--- src/rtl/aes_link_pkg.sv ---
// Shared types and sizing helpers for the AES SPI link frame engines.
package aes_link_pkg;

    localparam int unsigned BLOCK_W = 128;

    typedef enum logic [2:0] {
        IDLE      = 3'd0,
        RX        = 3'd1,
        START     = 3'd2,
        WAIT_CORE = 3'd3,
        TX        = 3'd4,
        DONE      = 3'd5
    } state_e;

    // Serial frame length: one data block followed by the key.
    function automatic int unsigned frame_w(input int unsigned nk);
        return BLOCK_W + nk * 32;
    endfunction

endpackage

--- src/rtl/spi_aes_slave_frame_if.sv ---
// SPI pins plus cipher-core handshake seen by one slave frame engine.
interface spi_aes_slave_frame_if #(
    parameter int unsigned Nk = 4
);
    localparam int unsigned KEY_W = Nk * 32;

    logic             CS;
    logic             SDI;
    logic             SDO;
    logic [127:0]     core_data;
    logic [KEY_W-1:0] core_key;
    logic             core_start;
    logic             core_done;
    logic [127:0]     core_result;
    logic             busy;
    logic             err;

    modport slave (
        input  CS, SDI, core_done, core_result,
        output SDO, core_data, core_key, core_start, busy, err
    );

    modport master (
        output CS, SDI, core_done, core_result,
        input  SDO, core_data, core_key, core_start, busy, err
    );

endinterface

--- src/rtl/spi_shift_reg.sv ---
// Generic shift register: parallel load has priority over a left shift with serial-in at bit 0.
module spi_shift_reg #(
    parameter int unsigned W = 8
) (
    input  logic         clk,
    input  logic         rst,
    input  logic         load_i,
    input  logic [W-1:0] load_val_i,
    input  logic         shift_i,
    input  logic         sin_i,
    output logic [W-1:0] q_o
);
    logic [W-1:0] sr_q;
    logic [W-1:0] sr_d;

    always_comb begin
        sr_d = sr_q;
        if (load_i) begin
            sr_d = load_val_i;
        end else if (shift_i) begin
            sr_d = {sr_q[W-2:0], sin_i};
        end
    end

    always_ff @(posedge clk) begin
        if (!rst) begin
            sr_q <= '0;
        end else begin
            sr_q <= sr_d;
        end
    end

    assign q_o = sr_q;

endmodule

--- src/rtl/spi_aes_slave_frame.sv ---
// Slave-side SPI frame engine: receives {data,key}, runs the core handshake, returns the result on SDO.
module spi_aes_slave_frame
    import aes_link_pkg::*;
#(
    parameter int unsigned Nk      = 4,
    parameter int unsigned TIMEOUT = 1023
) (
    input  logic                 clk,
    input  logic                 rst,
    spi_aes_slave_frame_if.slave bus
);
    localparam int unsigned KEY_W   = Nk * 32;
    localparam int unsigned FRAME_W = frame_w(Nk);
    localparam int unsigned CW      = $clog2(FRAME_W);
    localparam int unsigned TW      = $clog2(TIMEOUT + 1);

    localparam logic [2:0] S_IDLE  = IDLE;
    localparam logic [2:0] S_RX    = RX;
    localparam logic [2:0] S_START = START;
    localparam logic [2:0] S_WAIT  = WAIT_CORE;
    localparam logic [2:0] S_TX    = TX;
    localparam logic [2:0] S_DONE  = DONE;

    logic [2:0]         state_q, state_d;
    logic [CW-1:0]      cnt_q, cnt_d;
    logic [TW-1:0]      tcnt_q, tcnt_d;
    logic               cs_q;
    logic               start_q, start_d;
    logic               busy_q, busy_d;
    logic               err_q, err_d;
    logic [BLOCK_W-1:0] data_q, data_d;
    logic [KEY_W-1:0]   key_q, key_d;

    logic [FRAME_W-1:0] rx_q;
    logic [FRAME_W-1:0] rx_next;
    logic               rx_shift;
    logic [BLOCK_W-1:0] tx_q;
    logic [BLOCK_W-1:0] tx_val;
    logic               tx_load;
    logic               tx_shift;
    logic               cs_rise;
    logic               unused_bits;

    spi_shift_reg #(.W(FRAME_W)) u_rx_sr (
        .clk        (clk),
        .rst        (rst),
        .load_i     (1'b0),
        .load_val_i ('0),
        .shift_i    (rx_shift),
        .sin_i      (bus.SDI),
        .q_o        (rx_q)
    );

    // tx_sr drains to zero as it shifts, so its MSB doubles as the idle-low SDO.
    spi_shift_reg #(.W(BLOCK_W)) u_tx_sr (
        .clk        (clk),
        .rst        (rst),
        .load_i     (tx_load),
        .load_val_i (tx_val),
        .shift_i    (tx_shift),
        .sin_i      (1'b0),
        .q_o        (tx_q)
    );

    // Frame as it will stand once the bit on SDI this cycle is shifted in.
    assign rx_next     = {rx_q[FRAME_W-2:0], bus.SDI};
    assign cs_rise     = bus.CS & ~cs_q;
    assign unused_bits = ^{rx_q[FRAME_W-1], tx_q[BLOCK_W-2:0]};

    always_comb begin
        state_d  = state_q;
        cnt_d    = cnt_q;
        tcnt_d   = tcnt_q;
        start_d  = 1'b0;
        err_d    = err_q;
        data_d   = data_q;
        key_d    = key_q;
        rx_shift = 1'b0;
        tx_load  = 1'b0;
        tx_val   = bus.core_result;
        tx_shift = 1'b0;

        if (cs_rise) begin
            err_d = 1'b0;
        end

        case (state_q)
            S_IDLE: begin
                if (cs_rise) begin
                    state_d = S_RX;
                    cnt_d   = CW'(FRAME_W - 1);
                end
            end
            S_RX: begin
                if (!bus.CS) begin
                    state_d = S_IDLE;
                    err_d   = 1'b1;
                end else begin
                    rx_shift = 1'b1;
                    if (cnt_q == '0) begin
                        state_d = S_START;
                        start_d = 1'b1;
                        data_d  = rx_next[FRAME_W-1:KEY_W];
                        key_d   = rx_next[KEY_W-1:0];
                    end else begin
                        cnt_d = cnt_q - CW'(1);
                    end
                end
            end
            S_START: begin
                if (!bus.CS) begin
                    state_d = S_IDLE;
                    err_d   = 1'b1;
                end else begin
                    state_d = S_WAIT;
                    tcnt_d  = '0;
                end
            end
            S_WAIT: begin
                // A done in the final allowed cycle still beats the timeout.
                if (!bus.CS) begin
                    state_d = S_IDLE;
                    err_d   = 1'b1;
                end else if (bus.core_done) begin
                    state_d = S_TX;
                    cnt_d   = CW'(BLOCK_W - 1);
                    tx_load = 1'b1;
                end else if (tcnt_q == TW'(TIMEOUT - 1)) begin
                    state_d = S_DONE;
                    err_d   = 1'b1;
                end else begin
                    tcnt_d = tcnt_q + TW'(1);
                end
            end
            S_TX: begin
                if (!bus.CS) begin
                    state_d = S_IDLE;
                    err_d   = 1'b1;
                    tx_load = 1'b1;
                    tx_val  = '0;
                end else begin
                    tx_shift = 1'b1;
                    if (cnt_q == '0) begin
                        state_d = S_DONE;
                    end else begin
                        cnt_d = cnt_q - CW'(1);
                    end
                end
            end
            S_DONE: begin
                if (!bus.CS) begin
                    state_d = S_IDLE;
                end
            end
            default: begin
                state_d = S_IDLE;
            end
        endcase

        busy_d = (state_d != S_IDLE);
    end

    always_ff @(posedge clk) begin
        if (!rst) begin
            state_q <= S_IDLE;
            cnt_q   <= '0;
            tcnt_q  <= '0;
            cs_q    <= 1'b0;
            start_q <= 1'b0;
            busy_q  <= 1'b0;
            err_q   <= 1'b0;
            data_q  <= '0;
            key_q   <= '0;
        end else begin
            state_q <= state_d;
            cnt_q   <= cnt_d;
            tcnt_q  <= tcnt_d;
            cs_q    <= bus.CS;
            start_q <= start_d;
            busy_q  <= busy_d;
            err_q   <= err_d;
            data_q  <= data_d;
            key_q   <= key_d;
        end
    end

    assign bus.SDO        = tx_q[BLOCK_W-1];
    assign bus.core_data  = data_q;
    assign bus.core_key   = key_q;
    assign bus.core_start = start_q;
    assign bus.busy       = busy_q;
    assign bus.err        = err_q;

endmodule

--- src/flat_wrapper.sv ---
// flat-port wrapper written by rule: the top's interface ports become plain ports
module spi_aes_slave_frame_flat import aes_link_pkg::*;
#(
    parameter int unsigned Nk      = 4,
    parameter int unsigned TIMEOUT = 1023
)
  (clk, rst, bus_CS, bus_SDI, bus_core_done, bus_core_result, bus_SDO, bus_core_data, bus_core_key, bus_core_start, bus_busy, bus_err);
  spi_aes_slave_frame_if #(.Nk(Nk)) bus_i ();
  input  logic clk;
  input  logic rst;
  input wire logic [$bits(bus_i.CS)-1:0] bus_CS;
  input wire logic [$bits(bus_i.SDI)-1:0] bus_SDI;
  input wire logic [$bits(bus_i.core_done)-1:0] bus_core_done;
  input wire logic [$bits(bus_i.core_result)-1:0] bus_core_result;
  output wire logic [$bits(bus_i.SDO)-1:0] bus_SDO;
  output wire logic [$bits(bus_i.core_data)-1:0] bus_core_data;
  output wire logic [$bits(bus_i.core_key)-1:0] bus_core_key;
  output wire logic [$bits(bus_i.core_start)-1:0] bus_core_start;
  output wire logic [$bits(bus_i.busy)-1:0] bus_busy;
  output wire logic [$bits(bus_i.err)-1:0] bus_err;
  assign bus_i.CS = bus_CS;
  assign bus_i.SDI = bus_SDI;
  assign bus_i.core_done = bus_core_done;
  assign bus_i.core_result = bus_core_result;
  assign bus_SDO = bus_i.SDO;
  assign bus_core_data = bus_i.core_data;
  assign bus_core_key = bus_i.core_key;
  assign bus_core_start = bus_i.core_start;
  assign bus_busy = bus_i.busy;
  assign bus_err = bus_i.err;
  spi_aes_slave_frame #(.Nk(Nk), .TIMEOUT(TIMEOUT)) u_core (.clk(clk), .rst(rst), .bus(bus_i));
endmodule
--- config.mk ---
export PLATFORM = sky130hd
export DESIGN_NAME = spi_aes_slave_frame_flat
export DESIGN_NICKNAME = d
export VERILOG_FILES = /design/src/rtl/aes_link_pkg.sv /design/src/rtl/spi_aes_slave_frame_if.sv /design/src/rtl/spi_shift_reg.sv /design/src/rtl/spi_aes_slave_frame.sv /design/src/flat_wrapper.sv
export SDC_FILE = /design/constraint.sdc
export NUM_CORES = 1
export LEC_CHECK = 0
export CORE_MARGIN = 1
export CORE_UTILIZATION = 53
export CTS_BUF_LIST = sky130_fd_sc_hd__clkbuf_8 sky130_fd_sc_hd__clkbuf_16
export CTS_CLUSTER_DIAMETER = 80
export DETAILED_ROUTE_END_ITERATION = 8
export GPL_TIMING_DRIVEN = 0
export PLACE_DENSITY = 0.79
export SLEW_MARGIN = 20
export SYNTH_ARGS = -nofsm -noshare
export SYNTH_HDL_FRONTEND = slang
export SYNTH_SLANG_ARGS = --single-unit
--- constraint.sdc ---
create_clock -name clk -period 2.5 [get_ports clk]
set_input_delay 0.75 -clock clk [delete_from_list [all_inputs] [get_ports clk]]
set_output_delay 0.75 -clock clk [all_outputs]
set_load 0.02 [all_outputs]
Word-level counts from Yosys, hierarchy flattened
Cells that the tools add are included.
{"block": "totals", "register_bits": 664, "latch_bits": 0, "mem_bits_rw": 0, "romBits": 0, "input_bits": 133, "output_inout_bits": 260, "elab_cells": 81, "mem_count": 0}
{"block": "classes", "addsub": 2, "multipliers": 0, "div": 0, "magnitude_cmp": 0, "n_eq_ne": 14, "shifts": 0, "mux": 40, "bitwise": 2, "reduce_logical": 12}
{"operator": "$mux 128", "n": 4}
{"operator": "$mux 10", "n": 4}
{"operator": "$mux 8", "n": 5}
{"operator": "$mux 3", "n": 9}
{"operator": "$pmux 8 s3", "n": 1}
{"operator": "$pmux 10 s2", "n": 1}
{"operator": "$pmux 3 s6", "n": 1}
{"operator": "$mux 1", "n": 12}
{"operator": "$ne 2x2->1 const B", "n": 6}
{"operator": "$add 10x1->10 const B", "n": 1}
{"operator": "$eq 10x10->1 const B", "n": 1}
{"operator": "$logic_not 8->1", "n": 1}
{"operator": "$sub 8x1->8 const B", "n": 1}
{"operator": "$eq 3x2->1 const B", "n": 2}
{"operator": "$eq 3x3->1 const B", "n": 2}
{"operator": "$reduce_and 3->1", "n": 2}
{"operator": "$reduce_and 6->1", "n": 1}
{"operator": "$reduce_bool 3->1", "n": 2}
{"operator": "$reduce_and 5->1", "n": 1}
{"operator": "$ne 2x1->1 const B", "n": 2}
{"operator": "$pmux 1 s2", "n": 2}
{"operator": "$reduce_bool 2->1", "n": 2}
{"operator": "$eq 3x1->1 const B", "n": 1}
{"operator": "$logic_not 3->1", "n": 1}
{"operator": "other kinds (5)", "n": 5}

Longest topological paths before layout
Gate-level depths: netlist of the first run.
{"block": "logic_depth", "word_depth": 7, "depth_mapped": 9, "depth_no_buf": 7}

Hierarchy
A second synthesis of the first run with hierarchy kept.
{"block": "unflattened", "hier_cells": 3141, "hier_area_um2": 30560.6}
{"module": "spi_shift_reg at u_core.u_rx_sr", "n_inst": 1, "cells_each": 1136, "area_per_inst_um2": 12862.3, "seq_area_each_um2": 5124.9}
{"module": "spi_aes_slave_frame", "n_inst": 1, "cells_each": 1437, "area_per_inst_um2": 11193.2, "seq_area_each_um2": 5625.4}
{"module": "spi_shift_reg at u_core.u_tx_sr", "n_inst": 1, "cells_each": 568, "area_per_inst_um2": 6505.0, "seq_area_each_um2": 2562.5}

Worst setup path before layout of the first run
No wires, ideal clock.
{"block": "synth_path", "path_kind": "input to register", "start": "input bus_CS", "end": "register u_core.u_rx_sr.sr_q[247], in the netlist u_core.u_rx_sr.q_o[247]", "setup_time_ps": 70, "arrival_time_ps": 2141, "required_time_ps": 2430, "slack_ps": 288, "path_stages": 8, "path_buffers": 4, "cell_sequence": "buf_2 inv_1 or3_1 clkbuf_1 clkbuf_1 buf_1 nand2_1 a21oi_1"}
{"block": "synth_via", "elab_chain_len": 2}
{"item": "from (decl)", "line_no": "flat_wrapper.sv:11", "rtl": "input wire logic [$bits(bus_i.CS)-1:0] bus_CS;"}
{"item": "$mux 1", "line_no": "spi_aes_slave_frame.sv:95", "rtl": "if (!bus.CS) begin"}
{"item": "$mux 1", "line_no": "spi_aes_slave_frame.sv:87", "rtl": "case (state_q)"}
{"item": "to (signal assigned)", "line_no": "spi_shift_reg.sv:29", "rtl": "sr_q <= sr_d;"}
{"item": "to (decl)", "line_no": "spi_shift_reg.sv:13", "rtl": "logic [W-1:0] sr_q;"}
Every way passes these cells.
A chain may end at the register's enable or synchronous reset.

Worst setup path in the final report of the first run
{"block": "layout_path", "start": "register u_core.cnt_q[0]", "end": "register u_core.key_q[97], in the netlist u_core.bus.core_key[97]"}
{"block": "layout_via", "elab_chain_len": 2}
{"item": "from (decl)", "line_no": "spi_aes_slave_frame.sv:25", "rtl": "logic [CW-1:0] cnt_q, cnt_d;"}
{"item": "from (signal assigned)", "line_no": "spi_aes_slave_frame.sv:176", "rtl": "cnt_q <= cnt_d;"}
{"item": "$logic_not 8->1", "line_no": "spi_aes_slave_frame.sv:100", "rtl": "if (cnt_q == '0) begin"}
{"item": "$reduce_and 3->1 (no line)"}
{"item": "to (signal assigned)", "line_no": "spi_aes_slave_frame.sv:183", "rtl": "key_q <= key_d;"}
{"item": "to (decl)", "line_no": "spi_aes_slave_frame.sv:32", "rtl": "logic [KEY_W-1:0] key_q, key_d;"}
Every way passes these cells.

==> impl_results.md, run 1 <==
- PnR worst setup slack: 0.0611 ns
- Die Wd: 214 um
- EDFF count, synth: 0
- Initial antenna violation count: 3
- Unrepaired setup endpoints after global routing: true
- Critical Path RT: 3.00 ns
- Synth Instances: 3049
- Synth Register Bits: 664
- CP Class: reg2reg
- Outcome: finished, final reports clean
- Area of the die: 0.0460 sq mm
- Row Count: 77
- Peak VDD IR: 0.563 mV
- Syn-to-layout area delta: 29.9%
- Routed len/inst: 15.8 um
- Layout cell share with drive strength beyond 1: 0.0534
- Worst r2r dst: u_core.bus.core_key[97]
- Final nets: 3646
- Total GRT Usage: 0.279
- Synthesized area: 0.0239 sq mm
- Ys async rst share: 0
- Iteration-0 DRC Markers: 1741
- Total gr overflow: 0
- Placed cell count: 4032
- DRC viols: 0
- Setup crit start: u_core.cnt_q[0]
- Slew margin rel.: 0.546
- DP Area: 0.0286 sq mm
- Worst reg2reg path startpoint: u_core.cnt_q[0]
- Sequential element share of the synthesized area: 0.556
- Clock Sinks: 664
- Synth top area cells: dfxtp_1 56%, nand2_1 18%, a21oi_1 13%
- Startpoint Class: flip-flop
- Setup WS pre-CTS: -0.897 ns
- Chip Height: 214 um
- Crit path capture: u_core.bus.core_key[97]
- Clock root cell: clkbuf_16
- DR vias/cell: 5.45
- Initial Util: 0.539
- Met3 WL: 4.82 mm
- CTS tree: yes
- Number of setup violations in the final report: 0
- First-pass GRT wire length: 106 mm
- Worst EP arrival: 2.94 ns
- Vias: 22600
- Post-synthesis net count: 3185
- Max Used Layer: met4
- CP endpoint kind: flip-flop
- Latest clock arrival within the worst-skew pair: 0.59 ns
- Max-Cap Viols: 0
- Pin count of the biggest net entering global routing: 15
- Post-route cell area: 0.0311 sq mm
- Metal2 WL: 31.6 mm
- Post-synth top flop: dfxtp_1
- Buffers on Ports: 391
- Post-route ant nets: 0
- Hold Path Class: reg2reg
- IO Count: 393
- Flop2flop setup slack: 0.06 ns
- Core Region: 0.0443 sq mm
- Yosys warning count: 0
- Power Dens Cells: 712 mW/mm^2
- Netlist cell types: 45
- CTS clk-pin slew, worst paths: 0.06 ns
- Core Util, Final: 0.701
- Avg Cell Area, Syn: 7.84 sq um
- H-tree depth: 3
- Post-Route WL: 65.7 mm
- Cts bufs inserted: 68
- Max Fclk: 0.410 GHz
- Max-slew violation count: 0
- Count leader, synth: nand2_1
- Bufs on Longest Clock Path: 3
- Commonest cells post-synth: 1129 x nand2_1, 664 x dfxtp_1, 611 x a21oi_1
- Final non-filler cell total: 4152
- Placer Congestion: 0.891
- Min Tclk post-route: 2.44 ns
- Post-DP HPWL: 46.3 mm
- Clock Skew: 0.0235 ns
- # hold bufs at CTS: 0
- Crit-path max FO: 10
- Final worst-path cycle share: 0.976
- Top cell type's share of synthesized area: 0.556
- Vias in the first global route: 21400
- DRT met1 WL: 27.2 mm
- DRT Pass-1 Iters: 8
- Slew @ Worst Pin: 0.680 ns
- Final hold vios: 0
- Leakage: 10.5 nW
- Worst r2r path cells: 9
- Leading area contributor after synthesis: dfxtp_1
[power by group]
group	switching [mW]	internal [mW]	leakage (nW)
clock	4.06	6.59	1.21
sequential	0.0267	10.6	5.35
combinational	0.517	0.315	3.96
total	4.60	17.5	10.5
[layout make-up]
class                      count  area, sq um
clock inverter                33          435
tap                          592          741
inverter                       8         30.0
antenna                        3         7.51
timing repair buffer         392         3920
multi-input combinational   2132         9580
clock buffer                  84         1930
fill                        3531        13300
sequential                   664        13300
buffer                       244         1110
[repair_timing]
action / in CTS / in global routing
resized for setup: 23 / 61
endpoints found under the setup margin: 549 / 492
setup buffers: 0 / 1
[placed cells by master (no fill, tap or decap), types with 11 or more instances in the layout]
| cell type | n |
|---|---|
| a21oi_1 | 610 |
| a221oi_1 | 40 |
| buf_4 | 28 |
| bufinv_16 | 11 |
| clkbuf_1 | 170 |
| clkbuf_16 | 69 |
| clkbuf_2 | 34 |
| clkbuf_8 | 15 |
| clkdlybuf4s50_1 | 391 |
| dfxtp_1 | 664 |
| inv_1 | 20 |
| nand2_1 | 1127 |
| nor2_1 | 58 |
| o21ai_0 | 219 |
[logic make-up (layout without fill, tap and decap cells)]
kind of cell	after synthesis	in the layout	share of synthesized area
AO/OA/AOI/OAI	888	888	0.195
XOR/XNOR	9	9	0.00330
adder cells (fa/ha/maj)	3	3	0.00157
buffers and inverters	253	761	0.0445
flip-flops	664	664	0.556
multiplexers	2	2	0.000890
other	0	3	0
AND/OR/NAND/NOR	1230	1230	0.199
[worst max-delay path: stages, from the launching register on]
cell,delay [ns]
dfxtp_1,0.35
inv_1,0.07
ha_1,0.21
or4b_4,0.52
or3_4,0.44
nor2_8,0.15
buf_6,0.22
buf_4,0.20
nand2_1,0.07
a21oi_1,0.15
[flip-flops by register name (all words and copies together) (netlist names)]
signal and flops:
u_core.bus.busy 1, u_core.bus.core_data 128, u_core.bus.core_key 128, u_core.bus.core_start 1
u_core.bus.err 1, u_core.cnt_q 8, u_core.cs_q 1, u_core.state_q 3
u_core.tcnt_q 10, u_core.u_rx_sr.q_o 255, u_core.u_tx_sr.q_o 128
[through the flow]
| stage | power [mW] | setup TNS [ns] | hold WS [ns] |
|---|---|---|---|
| final | 22.1 | 0 | 0.454 |
| after global routing | 22.7 | -0.729 | 0.468 |
| after CTS | 22.2 | 0 | 0.454 |
| after detailed placement | 11.7 | -469.77 | 0.446 |
| after global placement | 11.7 | -458.56 | 0.437 |
| after floorplan | 11.3 | 0 | 0.432 |
[worst min path at each step]
| stage | to | slack (ns) | from | cells past startpoint |
|---|---|---|---|---|
| after CTS | u_core.bus.core_data[3] | 0.45 | u_core.bus.core_data[3] | 2 |
| after global placement | u_core.bus.core_data[127] | 0.44 | u_core.u_rx_sr.q_o[254] | 2 |
| final | u_core.bus.core_data[113] | 0.45 | u_core.bus.core_data[113] | 2 |
| after detailed placement | u_core.bus.core_key[2] | 0.45 | u_core.bus.core_key[2] | 2 |
| after global routing | u_core.bus.core_data[52] | 0.47 | u_core.bus.core_data[52] | 2 |
| after floorplan | u_core.bus.core_data[127] | 0.43 | u_core.u_rx_sr.q_o[254] | 2 |
[per-layer routing]
metal | vias to the layer above | global-route usage
met3 | 148 | 0.0657
met4 | 0 | 0.102
li1 | 11000 | -
met2 | 827 | 0.473
met5 | - | 0
met1 | 10600 | 0.346
Note: power is estimated with default switching activity, not from simulation.
==> run 2: changes to the inputs <==
--- a/config.mk
+++ b/config.mk
@@ -5,12 +5,14 @@
 export SDC_FILE = /design/constraint.sdc
 export NUM_CORES = 1
 export LEC_CHECK = 0
+export CAP_MARGIN = 20
 export CORE_MARGIN = 1
 export CORE_UTILIZATION = 53
 export CTS_BUF_LIST = sky130_fd_sc_hd__clkbuf_8 sky130_fd_sc_hd__clkbuf_16
 export CTS_CLUSTER_DIAMETER = 80
 export DETAILED_ROUTE_END_ITERATION = 8
 export GPL_TIMING_DRIVEN = 0
+export MAX_ROUTING_LAYER = met4
 export PLACE_DENSITY = 0.79
 export SLEW_MARGIN = 20
 export SYNTH_ARGS = -nofsm -noshare
==> impl_results.md, run 2 (same netlist as run 1, synthesis figures left out) <==
- Clock root cell: clkbuf_16 (unchanged)
- Post-DP HPWL: 46.3 mm (about the same)
- Post-Route WL: 65.9 mm (was 65.7 mm)
- Max FFs per register: 255 (unchanged)
- Startpoint Class: flip-flop (unchanged)
- Clock Sinks: 664 (unchanged)
- Final nets: 3646 (unchanged)
- Cts bufs inserted: 67 (was 68)
- Worst EP arrival: 2.91 ns (was 2.94 ns)
- Buffers on Ports: 391 (unchanged)
- Bufs on Longest Clock Path: 3 (unchanged)
- Core Region: 0.0443 sq mm (unchanged)
- Met3 WL: 4.44 mm (was 4.82 mm)
- Outcome: finished, final reports clean (unchanged)
- Final hold vios: 0 (unchanged)
- CP Class: reg2reg (unchanged)
- Die Wd: 214 um (unchanged)
- Unrepaired setup endpoints after global routing: true (unchanged)
- CTS tree: yes (unchanged)
- DRT Pass-1 Iters: 6 (was 8)
- Vias in the first global route: 21600 (was 21400)
- Min Tclk post-route: 2.40 ns (was 2.44 ns)
- Clock Skew: 0.0223 ns (was 0.0235 ns)
- DRC viols: 0 (unchanged)
- Max-Cap Viols: 0 (unchanged)
- Iteration-0 DRC Markers: 1746 (was 1741)
- Total gr overflow: 0 (unchanged)
- First-pass GRT wire length: 107 mm (was 106 mm)
- CTS clk-pin slew, worst paths: 0.06 ns (about the same)
- Number of setup violations in the final report: 0 (unchanged)
- CP endpoint kind: flip-flop (unchanged)
- Area of the die: 0.0460 sq mm (unchanged)
- Max-slew violation count: 0 (unchanged)
- Slew margin rel.: 0.566 (was 0.546)
- Vias: 22300 (was 22600)
- Final non-filler cell total: 4156 (was 4152)
- Layout cell share with drive strength beyond 1: 0.0525 (was 0.0534)
- Pin count of the biggest net entering global routing: 16 (was 15)
- Crit-path max FO: 10 (unchanged)
- Total GRT Usage: 0.290 (was 0.279)
- Routed len/inst: 15.9 um (was 15.8 um)
- Row Count: 77 (unchanged)
- Peak VDD IR: 0.538 mV (was 0.563 mV)
- Post-route ant nets: 0 (unchanged)
- Placer Congestion: 0.901 (was 0.891)
- H-tree depth: 3 (unchanged)
- Metal2 WL: 31.3 mm (was 31.6 mm)
- Final worst-path cycle share: 0.961 (was 0.976)
- Power Dens Cells: 687 mW/mm^2 (was 712 mW/mm^2)
- Slew @ Worst Pin: 0.650 ns (was 0.680 ns)
- Syn-to-layout area delta: 29.2% (was 29.9%)
- Max Used Layer: met4 (unchanged)
- Initial Util: 0.539 (unchanged)
- DR vias/cell: 5.38 (was 5.45)
- Commonest non-fill, non-tap cell in the layout: nand2_1 (unchanged)
- Most frequent cells in the layout: 1127 x nand2_1, 664 x dfxtp_1, 608 x a21oi_1 (was 1127 x nand2_1, 664 x dfxtp_1, 610 x a21oi_1)
- Max Fclk: 0.416 GHz (was 0.410 GHz)
- Critical Path RT: 3.00 ns (about the same)
- Initial antenna violation count: 2 (was 3)
- Hold_ws: 0.452 ns (was 0.454 ns)
- DRT met1 WL: 28.0 mm (was 27.2 mm)
- IO Count: 393 (unchanged)
- Leakage: 10.4 nW (was 10.5 nW)
- Hold Path Class: reg2reg (unchanged)
- Placed cell count: 4032 (unchanged)
- Chip Height: 214 um (unchanged)
- Latest clock arrival within the worst-skew pair: 0.59 ns (about the same)
-- run 2: changes by cell type in the layout (fill, tap and decap cells not counted), sizes merged --
cell / change
clkinvlp: +4
diode: -1
bufinv: -9
buf: -2
inv: +3
clkinv: +9
-- run 2: area by class of cell --
cell class	instances	area, sq um
flip-flops and latches	664	13300
fillers	3591	13400
plain buffers	244	1130
well taps	592	741
inverters	8	30.0
clock inverters	40	285
diodes	2	5.00
clock buffers	81	1880
multi-input cells	2132	9590
repair buffers	393	3930
-- run 2: routing by layer --
metal / track usage / up-vias
li1: - / 11000
met1: 0.348 / 10500
met2: 0.471 / 731
met3: 0.0621 / 137
met4: 0.121 / 0
met5: - / -
-- run 2: repair_timing --
| action | in CTS | in global routing |
|---|---|---|
| endpoints found under the setup margin | 562 | 479 |
| hold buffers | 0 | 0 |
| resized for setup | 25 | 51 |
| buffers inserted | 0 | 2 |
-- run 2: where the power goes --
group          leakage (nW)  internal, mW  switching [mW]  total (mW)
combinational          3.96         0.318           0.523       0.841
sequential             5.35          10.6          0.0285        10.6
clock                  1.12          5.58            4.15        9.74
-- run 2: final timing paths --
path                      startpoint                      end  slack (ns)  depth (start not counted)
max                  u_core.cnt_q[0]  u_core.bus.core_key[33]         0.1                          9
min          u_core.u_rx_sr.q_o[248]  u_core.u_rx_sr.q_o[249]        0.45                          2
max reg2reg          u_core.cnt_q[0]  u_core.bus.core_key[33]         0.1                          9
min reg2reg  u_core.u_rx_sr.q_o[248]  u_core.u_rx_sr.q_o[249]        0.45                          2
-- run 2: stage by stage --
| step | instance area [sq um] | setup slack, ns | power [mW] | util | TNS [ns] |
|---|---|---|---|---|---|
| after floorplan | 23900 | 0.288 | 11.3 | - | 0 |
| final | 30900 | 0.0970 | 21.2 | 0.697 | 0 |
| after global routing | 30900 | -0.0248 | 21.9 | 0.697 | -0.0883 |
| after detailed placement | 28600 | -0.911 | 11.7 | 0.644 | -487.09 |
| after CTS | 30800 | 0.0320 | 21.3 | 0.695 | 0 |
| after global placement | 28600 | -0.880 | 11.7 | 0.644 | -465.38 |
-- run 2: worst max-delay path, cell delays in order (launching register included) --
cell and delay [ns]:
dfxtp_1 0.35, inv_1 0.07, ha_2 0.20, or4b_4 0.51, or3_4 0.44, nor2_8 0.17
buf_12 0.18, buf_4 0.18, nand2_1 0.08, a21oi_1 0.16
